--- src/rtl/ic_fill_ctrl_if.sv ---
// Bundles the instruction-cache miss/fill port and the memory read port of the fill controller.
// The slave modport is the controller's view; the master modport is the cache/memory side.
interface ic_fill_ctrl_if;
    logic         ic_miss;
    logic [14:0]  ic_miss_addr;
    logic         ic_flush;
    logic [255:0] ic_fill_data;
    logic         ic_miss_ack;
    logic         mem_req;
    logic [14:0]  mem_addr;
    logic         mem_gnt;
    logic         mem_rd_valid;
    logic [31:0]  mem_rd_data;
    logic         busy;

    modport slave (
        input  ic_miss, ic_miss_addr, ic_flush,
        input  mem_gnt, mem_rd_valid, mem_rd_data,
        output ic_fill_data, ic_miss_ack, mem_req, mem_addr, busy
    );

    modport master (
        output ic_miss, ic_miss_addr, ic_flush,
        output mem_gnt, mem_rd_valid, mem_rd_data,
        input  ic_fill_data, ic_miss_ack, mem_req, mem_addr, busy
    );
endinterface

--- src/rtl/ic_fill_ctrl.sv ---
// Instruction-cache line fill: one 8-beat memory read per miss, ack 10 cycles after the miss at best.
// Memory stalls by withholding mem_gnt / mem_rd_valid; a flush after grant drains the read silently.
module ic_fill_ctrl (
    input  logic          clk,
    input  logic          rst,
    ic_fill_ctrl_if.slave bus
);

    typedef enum logic [2:0] {
        S_IDLE  = 3'd0,
        S_REQ   = 3'd1,
        S_XFER  = 3'd2,
        S_ACK   = 3'd3,
        S_HOLD  = 3'd4,
        S_DRAIN = 3'd5
    } state_t;

    state_t       state;
    state_t       state_nxt;
    logic [2:0]   beat_cnt;
    logic [9:0]   line_addr;
    logic [255:0] line;

    logic         beat_acc;
    logic         last_beat;
    logic         miss_take;
    logic         gnt_take;
    logic         ack_o;
    logic         req_o;
    logic         unused_addr_bits;

    // Beats only count while a granted read is in flight, whether or not it was cancelled.
    assign beat_acc  = ((state == S_XFER) || (state == S_DRAIN)) && bus.mem_rd_valid;
    assign last_beat = beat_acc && (beat_cnt == 3'd7);
    assign miss_take = (state == S_IDLE) && bus.ic_miss && !bus.ic_flush;
    assign gnt_take  = (state == S_REQ) && bus.mem_gnt && !bus.ic_flush;

    always_ff @(posedge clk) begin
        if (rst) begin
            state <= S_IDLE;
        end else begin
            state <= state_nxt;
        end
    end

    always_comb begin
        state_nxt = state;
        ack_o     = 1'b0;
        req_o     = 1'b0;
        case (state)
            S_IDLE: begin
                if (miss_take) begin
                    state_nxt = S_REQ;
                end
            end
            S_REQ: begin
                req_o = 1'b1;
                if (bus.ic_flush) begin
                    state_nxt = S_IDLE;
                end else if (bus.mem_gnt) begin
                    state_nxt = S_XFER;
                end
            end
            S_XFER: begin
                // A flush arriving with the final beat still cancels the ack.
                if (last_beat) begin
                    state_nxt = bus.ic_flush ? S_IDLE : S_ACK;
                end else if (bus.ic_flush) begin
                    state_nxt = S_DRAIN;
                end
            end
            S_DRAIN: begin
                if (last_beat) begin
                    state_nxt = S_IDLE;
                end
            end
            S_ACK: begin
                ack_o     = 1'b1;
                state_nxt = S_HOLD;
            end
            S_HOLD: begin
                state_nxt = S_IDLE;
            end
            default: begin
                state_nxt = S_IDLE;
            end
        endcase
    end

    always_ff @(posedge clk) begin
        if (rst) begin
            beat_cnt  <= 3'd0;
            line_addr <= 10'd0;
            line      <= 256'd0;
        end else begin
            if (miss_take) begin
                line_addr <= bus.ic_miss_addr[14:5];
            end
            if (gnt_take) begin
                beat_cnt <= 3'd0;
            end
            if (beat_acc) begin
                line[{beat_cnt, 5'b0} +: 32] <= bus.mem_rd_data;
                beat_cnt                     <= beat_cnt + 3'd1;
            end
        end
    end

    assign unused_addr_bits = ^bus.ic_miss_addr[4:0];

    assign bus.ic_fill_data = line;
    assign bus.ic_miss_ack  = ack_o;
    assign bus.mem_req      = req_o;
    assign bus.mem_addr     = {line_addr, 5'b0};
    assign bus.busy         = (state != S_IDLE);

endmodule

--- src/flat_wrapper.sv ---
// flat-port wrapper written by rule: the top's interface ports become plain ports
module ic_fill_ctrl_flat 
  (clk, rst, bus_ic_miss, bus_ic_miss_addr, bus_ic_flush, bus_mem_gnt, bus_mem_rd_valid, bus_mem_rd_data, bus_ic_fill_data, bus_ic_miss_ack, bus_mem_req, bus_mem_addr, bus_busy);
  ic_fill_ctrl_if bus_i ();
  input  logic clk;
  input  logic rst;
  input wire logic [$bits(bus_i.ic_miss)-1:0] bus_ic_miss;
  input wire logic [$bits(bus_i.ic_miss_addr)-1:0] bus_ic_miss_addr;
  input wire logic [$bits(bus_i.ic_flush)-1:0] bus_ic_flush;
  input wire logic [$bits(bus_i.mem_gnt)-1:0] bus_mem_gnt;
  input wire logic [$bits(bus_i.mem_rd_valid)-1:0] bus_mem_rd_valid;
  input wire logic [$bits(bus_i.mem_rd_data)-1:0] bus_mem_rd_data;
  output wire logic [$bits(bus_i.ic_fill_data)-1:0] bus_ic_fill_data;
  output wire logic [$bits(bus_i.ic_miss_ack)-1:0] bus_ic_miss_ack;
  output wire logic [$bits(bus_i.mem_req)-1:0] bus_mem_req;
  output wire logic [$bits(bus_i.mem_addr)-1:0] bus_mem_addr;
  output wire logic [$bits(bus_i.busy)-1:0] bus_busy;
  assign bus_i.ic_miss = bus_ic_miss;
  assign bus_i.ic_miss_addr = bus_ic_miss_addr;
  assign bus_i.ic_flush = bus_ic_flush;
  assign bus_i.mem_gnt = bus_mem_gnt;
  assign bus_i.mem_rd_valid = bus_mem_rd_valid;
  assign bus_i.mem_rd_data = bus_mem_rd_data;
  assign bus_ic_fill_data = bus_i.ic_fill_data;
  assign bus_ic_miss_ack = bus_i.ic_miss_ack;
  assign bus_mem_req = bus_i.mem_req;
  assign bus_mem_addr = bus_i.mem_addr;
  assign bus_busy = bus_i.busy;
  ic_fill_ctrl u_core (.clk(clk), .rst(rst), .bus(bus_i));
endmodule
--- config.mk ---
export PLATFORM = sky130hd
export DESIGN_NAME = ic_fill_ctrl_flat
export DESIGN_NICKNAME = d
export VERILOG_FILES = /design/src/rtl/ic_fill_ctrl_if.sv /design/src/rtl/ic_fill_ctrl.sv /design/src/flat_wrapper.sv
export SDC_FILE = /design/constraint.sdc
export NUM_CORES = 1
export LEC_CHECK = 0
export CAP_MARGIN = 30
export CORE_ASPECT_RATIO = 1.25
export CORE_MARGIN = 8
export CORE_UTILIZATION = 45
export DETAILED_ROUTE_END_ITERATION = 12
export PLACE_DENSITY = 0.86
export SETUP_SLACK_MARGIN = 0.1
export SYNTH_ARGS = -nofsm -noshare
export SYNTH_HDL_FRONTEND = slang
export SYNTH_SLANG_ARGS = --single-unit
--- constraint.sdc ---
create_clock -name clk -period 7.7 [get_ports clk]
set_input_delay 0.77 -clock clk [delete_from_list [all_inputs] [get_ports clk]]
set_output_delay 0.77 -clock clk [all_outputs]
set_load 0.03 [all_outputs]
# Word level (Yosys, flattened, before mapping)
# Index checks and enable logic that the tools add are counted.
# W data, S select, Z words.
[totals]
in_bits = 53
word_cells = 42
regBits = 272
output_inout_bits = 274
[classes]
shifts = 2
reduce_logical = 12
n_eq_ne = 9
n_mux = 13
addsub = 2
[ops]
columns = ["cell", "count"]
rows = [
  ["$bwmux W256", 1],
  ["$shift A32 B10 Y256 const A", 1],
  ["$shiftx A32 B10 Y256", 1],
  ["$mux W3", 8],
  ["$pmux W3 S5", 1],
  ["$neg A8 Y10", 1],
  ["$eq A3 B2 Y1 const B", 2],
  ["$eq A3 B3 Y1 const B", 2],
  ["$logic_and A1 B1 Y1", 6],
  ["$ne A2 B1 Y1 const B", 2],
  ["$reduce_and A4 Y1", 1],
  ["$add A3 B1 Y3 const B", 1],
  ["$eq A3 B1 Y1 const B", 1],
  ["$logic_not A3 Y1", 1],
  ["$ne A3 B2 Y1 const B", 1],
  ["$ne A3 B3 Y1 const B", 1],
  ["$reduce_bool A3 Y1", 1],
  ["$mux W1", 2],
  ["$mux W2", 1],
  ["$reduce_bool A2 Y1", 1],
  ["$logic_not A1 Y1", 1],
  ["$logic_or A1 B1 Y1", 1],
]

# Logic depth before layout (Yosys ltp)
# Gate-level depths: netlist (run 1).
[depth]
ltp_word = 6
depth_mapped = 11

# Worst setup path before layout (run 1)
# Ideal clock, no wire load.
[synth_path]
kind = "reg-to-reg"
start = "register u_core.beat_cnt[0]"
end = "register u_core.line[232] (netlist: u_core.bus.ic_fill_data[232])"
t_required_ps = 7630
setup_time_ps = 70
arrival_time_ps = 2556
path_buffers = 4
path_slack_ps = 5074
stages_incl_launch_ff = 12
cell_sequence = "dfxtp_1 -> buf_4 -> buf_2 -> inv_1 -> ha_1 -> ha_1 -> buf_6 -> or3b_4 -> a2111oi_4 -> buf_6 -> nand3_1 -> a21oi_1"
[synth_between]
elab_chain_cells = 3
word_cells_on_any_way = 4
classes_between = "1 x add/sub; 2 x shift; 1 x mux"
[synth_rtl]
columns = ["element", "line_no", "source"]
rows = [
  ["start: declaration", "ic_fill_ctrl.sv:20", "logic [2:0] beat_cnt;"],
  ["start signal: assignment", "ic_fill_ctrl.sv:104", "beat_cnt <= beat_cnt + 3'd1;"],
  ["$neg A8 Y10 *", "ic_fill_ctrl.sv:103", "line[{beat_cnt, 5'b0} +: 32] <= bus.mem_rd_data;"],
  ["$shiftx A32 B10 Y256 or $shift A32 B10 Y256 (tied branches)", "ic_fill_ctrl.sv:103", ""],
  ["$bwmux W256 *", "ic_fill_ctrl.sv:103", ""],
  ["end signal: indexed assignment", "ic_fill_ctrl.sv:103", ""],
  ["end: declaration", "ic_fill_ctrl.sv:22", "logic [255:0] line;"],
]
# Every way passes the cells marked *; elsewhere a longest branch is shown, timed or not.
# A chain may end at the register's enable or synchronous reset.

# Final worst setup path (run 1)
[layout_path]
start = "register u_core.beat_cnt[0]"
end = "register u_core.line[183] (netlist: u_core.bus.ic_fill_data[183])"
# The elaborated chain is that of the path after synthesis.

==> results of run 1 <==
-- final timing paths --
check,slack [ps],endpoint
hold reg to reg,450,u_core.bus.ic_fill_data[169]$_SDFFE_PP0P_
hold / removal,450,u_core.bus.ic_fill_data[169]$_SDFFE_PP0P_
setup reg to reg,4230,u_core.bus.ic_fill_data[183]$_SDFFE_PP0P_
setup / recovery,4230,u_core.bus.ic_fill_data[183]$_SDFFE_PP0P_
-- stage by stage --
stage                      util  hold slack, ps  instances  setup WS, ps  instance area (um2)
after global placement    0.600             438       1657          4210                13800
after global routing      0.640             470       1707          3950                14700
final                     0.640             447       1707          4230                14700
after floorplan               -             482       1129          5070                10600
after CTS                 0.640             453       1707          4200                14700
after detailed placement  0.603             444       1659          4120                13800
-- worst max-delay path, delay by kind of cell, from the launching register on --
family,cells,cell delay [ps]
buffers and inverters,3,900
AO/OA/AOI/OAI,2,950
AND/OR/NAND/NOR,2,570
adder cells (fa/ha/maj),2,640
flip-flops,1,310
-- per-layer routing --
layer	vias up	part of all wire
met5	-	0
li1	4258	-
met3	73	0.067
met4	0	0.047
met2	315	0.48
met1	4229	0.41
-- sequential cells by signal, indices dropped and copies added (netlist names) --
signal	count
u_core.line_addr	10
u_core.state	3
u_core.beat_cnt	3
u_core.bus.ic_fill_data	256
-- cell families after synthesis --
kind of cell               after synthesis  share of synthesized area
and+or+nand+nor                        464                      0.220
DFF                                    272                      0.517
AOI/OAI and AO/OA                      150                     0.0800
muxes                                  140                      0.133
buffers and inverters                   93                     0.0438
adders and majority gates                5                    0.00594
other                                    1                   0.000356
-- final cells by class --
| type | count | area (um2) |
|---|---|---|
| Timing Repair Buffer | 329 | 3300 |
| Tap cell | 288 | 360 |
| Clock inverter | 5 | 52.6 |
| Sequential cell | 272 | 5450 |
| Fill cell | 1845 | 8280 |
| Multi-Input combinational cell | 764 | 4700 |
| Clock buffer | 43 | 796 |
| Inverter | 6 | 22.5 |
-- layout by cell type, fill, tap and decap left out, drive strengths merged, types with 3 or more instances in the layout --
master,count
clkinv,3
dfxtp,272
clkdlybuf4s50,315
nand3,28
conb,5
or3b,3
nand2,232
nor3b,4
ha,5
o2111ai,3
nand4,3
a2111oi,3
nor2,13
o31ai,4
nand2b,163
mux2i,139
a21oi,132
inv,6
buf,13
or3,5
clkbuf,44
-- report_power, final --
group / switching (mW) / total (mW) / internal, mW
sequential: 0.0170 / 1.44 / 1.42
combinational: 0.143 / 0.241 / 0.0978
clock: 0.534 / 1.27 / 0.737
==> results.toml, run 1 <==
[power_and_ir_drop]
power.total_mw = 2.95
ir_drop_v = 0.000199
power_density_nw_per_um2 = 201
p_leak_nw = 5.80

[global_route]
grt.busiest_layer = "met2"
use_met3 = 0.0559
met1_usage = 0.266
grt-ovfl-total = 0
grt_pass1_wl_um = 52500
use_met2 = 0.391
grt_max_degree = 136
grtUsageTotal = 0.230
antenna_found_initial = 0
grt_pass1_vias = 8960

[job]
drv_cap = 0

[yosys]
ys_types = 44
ys.flop_type = "dfxtp_1"
yosys.area.top_type_share = 0.517
synth_seq_cells = 272
synth-seq-area-share = 0.517
synth-edff-count = 0
yosys_warnings = 0
synth_area_leaders = "dfxtp_1 52%, mux2i_1 13%, nand2b_1 9.7%"
synth_most_common_cell = "dfxtp_1"
yosys-top-cells-count = "272 x dfxtp_1, 232 x nand2_1, 163 x nand2b_1"
syn_inst = 1125
synth-async-reset-ratio = 0
syn_area_per_cell_um2 = 9.37
yosysTopAreaCell = "dfxtp_1"
netlist_area_um2 = 10500

[critical_path]
cp-start-kind = "flip-flop"
critPathLaunch = "u_core.beat_cnt[0]$_SDFFE_PP0P_"
crit_fanout = 37
r2r_cells = 9
crit_arrival_ps = 3900
critPathCaptureType = "flip-flop"
critPathRequiredTime_ps = 8140
crit_chain = "buf_4, inv_1, ha_1, ha_1, or3b_4, a2111oi_4, buf_4, nand2_1, a21oi_1"
critPathMaxStageDelay_ps = 790
rr_startpoint = "u_core.beat_cnt[0]$_SDFFE_PP0P_"
path_class = "reg -> reg"
cp_slowest_cell = "a2111oi_4"

[floorplan]
start_util = 0.459
fp.dieW_um = 153
ios = 327
core_area_um2 = 23000
rows = 62
die_h_um = 187
die_area_um2 = 28600

[cells_and_area]
area_growth_pct = 39.4
n_antenna_cell = 0
fin_nets = 1458
layout-drive-gt1-share = 0.0493

[routing]
ant_nets = 0
wl_um = 34000
drc = 0
via_per_inst = 5.20
drtPass1Iterations = 4
vias = 8875
wl_per_cell_um = 19.9
first_iter_violations = 414

[clocking]
cts.htree.levels = 1
cts_hold_buf = 0
clockRootBuffer = "clkbuf_16"
cts.sinks = 272
clk_pin_slew_ps = 60
max-clock-path-buffers = 3
cts_made_buffers = 27
clk_latency_ps = 520
cts_setup_buffers = 0
cts_tree = "done"
ctsResizeCount = 0

[sta]
slew_viol_final = 0
worst_slew_pin_slew_ps = 942
min_period_ps = 3470
clock_skew_ps = 11.5
clock.fmax_mhz = 288
post-route-period-util = 0.450
rsz0062_at_grt = "false"
hold_violations = 0
fin_tns_setup_ps = 0
setup_viol = 0
maxSlewHeadroom = 0.372

[placed_design]
portBuffers = 316
place_congestion = 0.822
post-dp-hpwl_um = 24100

[worst_hold_path]
hp-start = "u_core.bus.ic_fill_data[169]$_SDFFE_PP0P_"
min_path_cells = 2
hp-class = "reg -> reg"

[outcome]
status = "finished clean"
No activity file was read; power rests on OpenSTA's default activity.
==> run 2, diff against run 1 <==
Clock period 7.7 ns to 3.52 ns, I/O delays scaled along.
==> results.toml, run 2 (synthesis results as in run 1) <==
[cells_and_area]
nFillCells = 1832
largest_reg_flops = 256
instances_no_fill = 1712
layout-drive-gt1-share = 0.0541
layout_commonest_cell = "clkdlybuf4s50_1"
fin_nets = 1465
n_antenna_cell = 0
final_cell_mix = "315 x clkdlybuf4s50_1, 272 x dfxtp_1, 232 x nand2_1"
area_growth_pct = 39.9

[clocking]
cts.htree.levels = 1
cts_made_buffers = 27
clk_latency_ps = 520
cts_hold_buf = 0
ctsResizeCount = 0
clockRootBuffer = "clkbuf_16"
cts.sinks = 272
cts_tree = "done"
clk_pin_slew_ps = 60
max-clock-path-buffers = 3
cts_setup_buffers = 0

[critical_path]
crit_fanout = 32
r2r_cells = 7
rr_startpoint = "u_core.beat_cnt[1]$_SDFFE_PP0P_"
critPathLaunch = "u_core.beat_cnt[1]$_SDFFE_PP0P_"
critPathCaptureType = "flip-flop"
critPathCapture = "u_core.bus.ic_fill_data[228]$_SDFFE_PP0P_"
cp_slowest_cell = "o2111ai_4"
critPathRequiredTime_ps = 3880
timing.rr.end = "u_core.bus.ic_fill_data[228]$_SDFFE_PP0P_"
reg2reg_slack_ps = 770
path_class = "reg -> reg"
cp-start-kind = "flip-flop"
critPathMaxStageDelay_ps = 610
critPathMostFrequentCell = "ha_1"
crit_arrival_ps = 3110
crit_chain = "inv_1, ha_1, ha_1, nor3b_1, o2111ai_4, nand2_1, a21oi_1"

[sta]
hold_violations = 0
fin_hold_ws_ps = 432
min_period_ps = 2750
fin_tns_setup_ps = 0
clock.fmax_mhz = 363
setup_viol = 0
slew_viol_final = 0
maxSlewHeadroom = 0.355
post-route-period-util = 0.782
clock_skew_ps = 11.1
worst_slew_pin_slew_ps = 967
worst_slack_ps = 767
rsz0062_at_grt = "false"

[floorplan]
fp.dieW_um = 153
core_area_um2 = 23000
rows = 62
die_area_um2 = 28600
die_h_um = 187
ios = 327
start_util = 0.459

[routing]
vias = 8880
wl_um = 33800
drtPass1Iterations = 4
wl_per_cell_um = 19.8
drc = 0
first_iter_violations = 428
via_per_inst = 5.19
ant_nets = 0

[power_and_ir_drop]
pwr-share-comb = 0.083
power.total_mw = 6.42
power_density_nw_per_um2 = 435
sw_frac_of_total = 0.235
seq_power_share = 0.491
p_leak_nw = 5.84
pwr-share-clk = 0.426
ir_drop_v = 0.000405
netSwitchingPower_mw = 1.51
intPower_mw = 4.91

[global_route]
grt_pass1_vias = 9041
antenna_found_initial = 0
grt-ovfl-total = 0
grt_pass1_wl_um = 52400
grt_max_degree = 166
grtUsageTotal = 0.228

[placed_design]
post-dp-hpwl_um = 24100
dp.cells = 1666
dp_slack_ps = 752
place_congestion = 0.798
portBuffers = 316

[outcome]
status = "finished clean"

[job]
drv_cap = 0

[worst_hold_path]
hp-class = "in -> reg"
[run 2: cell types whose count changed in the layout (fill, tap and decap cells not counted)]
cell	delta
buf_16	-1
buf_4	+5
inv_8	+1
bufinv_16	-1
clkbuf_8	+2
clkinvlp_4	-1
clkinv_2	-1
buf_12	+3
clkbuf_1	-2
[run 2: worst max-delay path, delay by kind of cell, from the launching register on]
kind	cells	cell delay, ps
AO/OA/AOI/OAI	2	700
flip-flops	1	350
AND/OR/NAND/NOR	2	840
buffers and inverters	1	70
adder cells (fa/ha/maj)	2	640
[run 2: routing by layer]
metal  global-route usage  up-vias  wire length [um]
li1                     -     4279                 -
met1                0.260     4246             13700
met2                0.404      293             16700
met3               0.0571       62              2330
met4               0.0854        0              1160
met5                    0        -                 0
[run 2: worst min-delay path by stage]
stage                                         startpoint                                         to  slack (ps)  cells past startpoint
2_1_floorplan            u_core.beat_cnt[1]$_SDFFE_PP0P_            u_core.beat_cnt[1]$_SDFFE_PP0P_         480                      2
3_3_place_gp   u_core.bus.ic_fill_data[236]$_SDFFE_PP0P_  u_core.bus.ic_fill_data[236]$_SDFFE_PP0P_         440                      2
3_5_place_dp   u_core.bus.ic_fill_data[170]$_SDFFE_PP0P_  u_core.bus.ic_fill_data[170]$_SDFFE_PP0P_         440                      2
4_1_cts                              bus_ic_miss_addr[7]           u_core.line_addr[2]$_SDFFE_PP0P_         410                      3
5_1_grt                              bus_ic_miss_addr[7]           u_core.line_addr[2]$_SDFFE_PP0P_         440                      3
6_report                             bus_ic_miss_addr[7]           u_core.line_addr[2]$_SDFFE_PP0P_         430                      3
[run 2: metrics by stage]
| step | util | cell area [um2] |
|---|---|---|
| after floorplan | - | 10600 |
| after global placement | 0.604 | 13900 |
| after detailed placement | 0.606 | 13900 |
| after CTS | 0.642 | 14700 |
| after global routing | 0.642 | 14700 |
| final | 0.642 | 14700 |
[run 2: cell type report]
cell class              count  area [um2]  area share
flip-flops and latches    272        5450       0.369
clock buffers              43         816      0.0553
repair buffers            336        3370       0.229
clock inverters             3        21.3     0.00144
inverters                   6        22.5     0.00153
well taps                 288         360      0.0244
multi-input cells         764        4700       0.319
[run 2: power groups by stage]
stage | registers (mW) | clock network [mW] | logic (mW)
floorplan | 3.24 | 0 | 0.281
global placement | 3.21 | 0 | 0.528
detailed placement | 3.21 | 0 | 0.533
CTS | 3.15 | 2.78 | 0.535
global route | 3.15 | 2.91 | 0.566
finish | 3.15 | 2.73 | 0.536
==> run 3, diff against run 2 <==
Clock period 3.52 ns to 2.9 ns, I/O delays scaled along.
==> results.toml, run 3 (synthesis results as in run 1) <==
[critical_path]
r2r_cells = 8
crit_fanout = 13
critPathCaptureType = "output pin"
crit_arrival_ps = 2220
cpLargestDelayFamily = "buffers and inverters"
critPathMaxStageDelay_ps = 730
crit_buf_inv = 2
crit_chain = "inv_1, nor3b_1, clkdlybuf4s50_1"
path_class = "reg -> out"
timing.rr.end = "u_core.bus.ic_fill_data[239]$_SDFFE_PP0P_"
cp-start-kind = "flip-flop"
rr_startpoint = "u_core.beat_cnt[1]$_SDFFE_PP0P_"
critPathRequiredTime_ps = 2610
cp_slowest_cell = "clkdlybuf4s50_1"
reg2reg_slack_ps = 400

[power_and_ir_drop]
power.total_mw = 7.92
seq_power_share = 0.482
power_density_nw_per_um2 = 535
pwr-share-comb = 0.082
intPower_mw = 6.06
ir_drop_v = 0.000437
pwr-share-clk = 0.436
p_leak_nw = 5.88
netSwitchingPower_mw = 1.86
sw_frac_of_total = 0.235

[sta]
fin_tns_setup_ps = 0
setup_viol = 0
clock.fmax_mhz = 399
rsz0062_at_grt = "false"
maxSlewHeadroom = 0.308
clock_skew_ps = 15.9
min_period_ps = 2510
worst_slew_pin_slew_ps = 1040
hold_violations = 0
post-route-period-util = 0.864
slew_viol_final = 0

[global_route]
grt-ovfl-total = 0
use_met3 = 0.0633
grt_pass1_vias = 9001
use_met2 = 0.407
grtUsageTotal = 0.231
grt_pass1_wl_um = 52700
grt.busiest_layer = "met2"
grt_max_degree = 154
antenna_found_initial = 0
met1_usage = 0.254

[clocking]
cts.sinks = 272
cts_made_buffers = 26
ctsResizeCount = 0
cts_hold_buf = 0
clk_latency_ps = 530
clockRootBuffer = "clkbuf_16"
max-clock-path-buffers = 3
clk_pin_slew_ps = 60
cts_setup_buffers = 0
cts_tree = "done"
cts.htree.levels = 1

[cells_and_area]
layout_commonest_cell = "clkdlybuf4s50_1"
design_area_um2 = 14800
largest_reg_flops = 256
final_cell_mix = "315 x clkdlybuf4s50_1, 272 x dfxtp_1, 232 x nand2_1"
n_antenna_cell = 0
area_growth_pct = 40.5
layout-drive-gt1-share = 0.0608
nFillCells = 1826
fin_nets = 1471

[routing]
via_per_inst = 5.20
drc = 0
wl_um = 34600
ant_nets = 0
wl_per_cell_um = 20.2
vias = 8938
first_iter_violations = 427
drtPass1Iterations = 4

[floorplan]
core_area_um2 = 23000
fp.dieW_um = 153
die_h_um = 187
die_area_um2 = 28600
start_util = 0.459
rows = 62
ios = 327

[job]
drv_cap = 0

[placed_design]
dpl-instance-area_um2 = 13900
portBuffers = 316
place_congestion = 0.818
post-dp-hpwl_um = 24600

[worst_hold_path]
holdPathEnd = "u_core.line_addr[5]$_SDFFE_PP0P_"
min_path_cells = 3
hp-class = "in -> reg"
hp-start = "bus_ic_miss_addr[10]"

[outcome]
status = "finished clean"
-- run 3: cell count changes in the layout (fill, tap and decap cells not counted) --
cell and delta:
clkbuf_8 +1, inv_8 -1, buf_4 +8, clkbuf_1 -3
clkinv_2 +2, buf_16 -1, bufinv_16 +1
-- run 3: worst max-delay path by stage --
stage / startpoint / to / slack [ps] / cells after the start
after floorplan: u_core.beat_cnt[0]$_SDFFE_PP0P_ / u_core.bus.ic_fill_data[232]$_SDFFE_PP0P_ / 270 / 11
after global placement: u_core.beat_cnt[1]$_SDFFE_PP0P_ / u_core.bus.ic_fill_data[250]$_SDFFE_PP0P_ / 510 / 8
after detailed placement: u_core.beat_cnt[1]$_SDFFE_PP0P_ / u_core.bus.ic_fill_data[239]$_SDFFE_PP0P_ / 430 / 8
after CTS: u_core.state[0]$_SDFFE_PP0P_ / bus_ic_miss_ack / 360 / 3
after global routing: u_core.state[0]$_SDFFE_PP0P_ / bus_ic_miss_ack / 260 / 3
final: u_core.state[0]$_SDFFE_PP0P_ / bus_ic_miss_ack / 390 / 3
-- run 3: tightest hold or removal path: stages --
cell,delay [ps]
clkdlybuf4s50_1,390
mux2i_1,120
nor2_1,50
-- run 3: power groups by stage --
stage	registers (mW)	clock network [mW]	logic (mW)
after floorplan	3.94	0	0.341
after global placement	3.90	0	0.644
after detailed placement	3.90	0	0.654
after CTS	3.82	3.50	0.655
after global routing	3.82	3.64	0.693
final	3.82	3.45	0.653
-- run 3: per-layer routing --
metal / part of all wire / wire (um)
met5: 0 / 0
met4: 0.047 / 1640
met3: 0.073 / 2520
met2: 0.49 / 17100
met1: 0.39 / 13400
-- run 3: through the flow --
stage | std cells | setup slack (ps) | util | hold WS (ps)
5_1_grt | 1719 | 263 | 0.645 | 364
3_3_place_gp | 1673 | 514 | 0.607 | 438
4_1_cts | 1719 | 364 | 0.645 | 353
2_1_floorplan | 1129 | 274 | - | 426
3_5_place_dp | 1673 | 427 | 0.607 | 443
6_report | 1719 | 394 | 0.645 | 368
-- run 3: final cells by class --
type                            count  area [um2]  share of cell area
Inverter                            6        22.5             0.00152
Clock inverter                      5        50.0             0.00338
Tap cell                          288         360              0.0243
Multi-Input combinational cell    764        4700               0.318
Timing Repair Buffer              343        3410               0.230
Sequential cell                   272        5450               0.368
Clock buffer                       41         818              0.0553
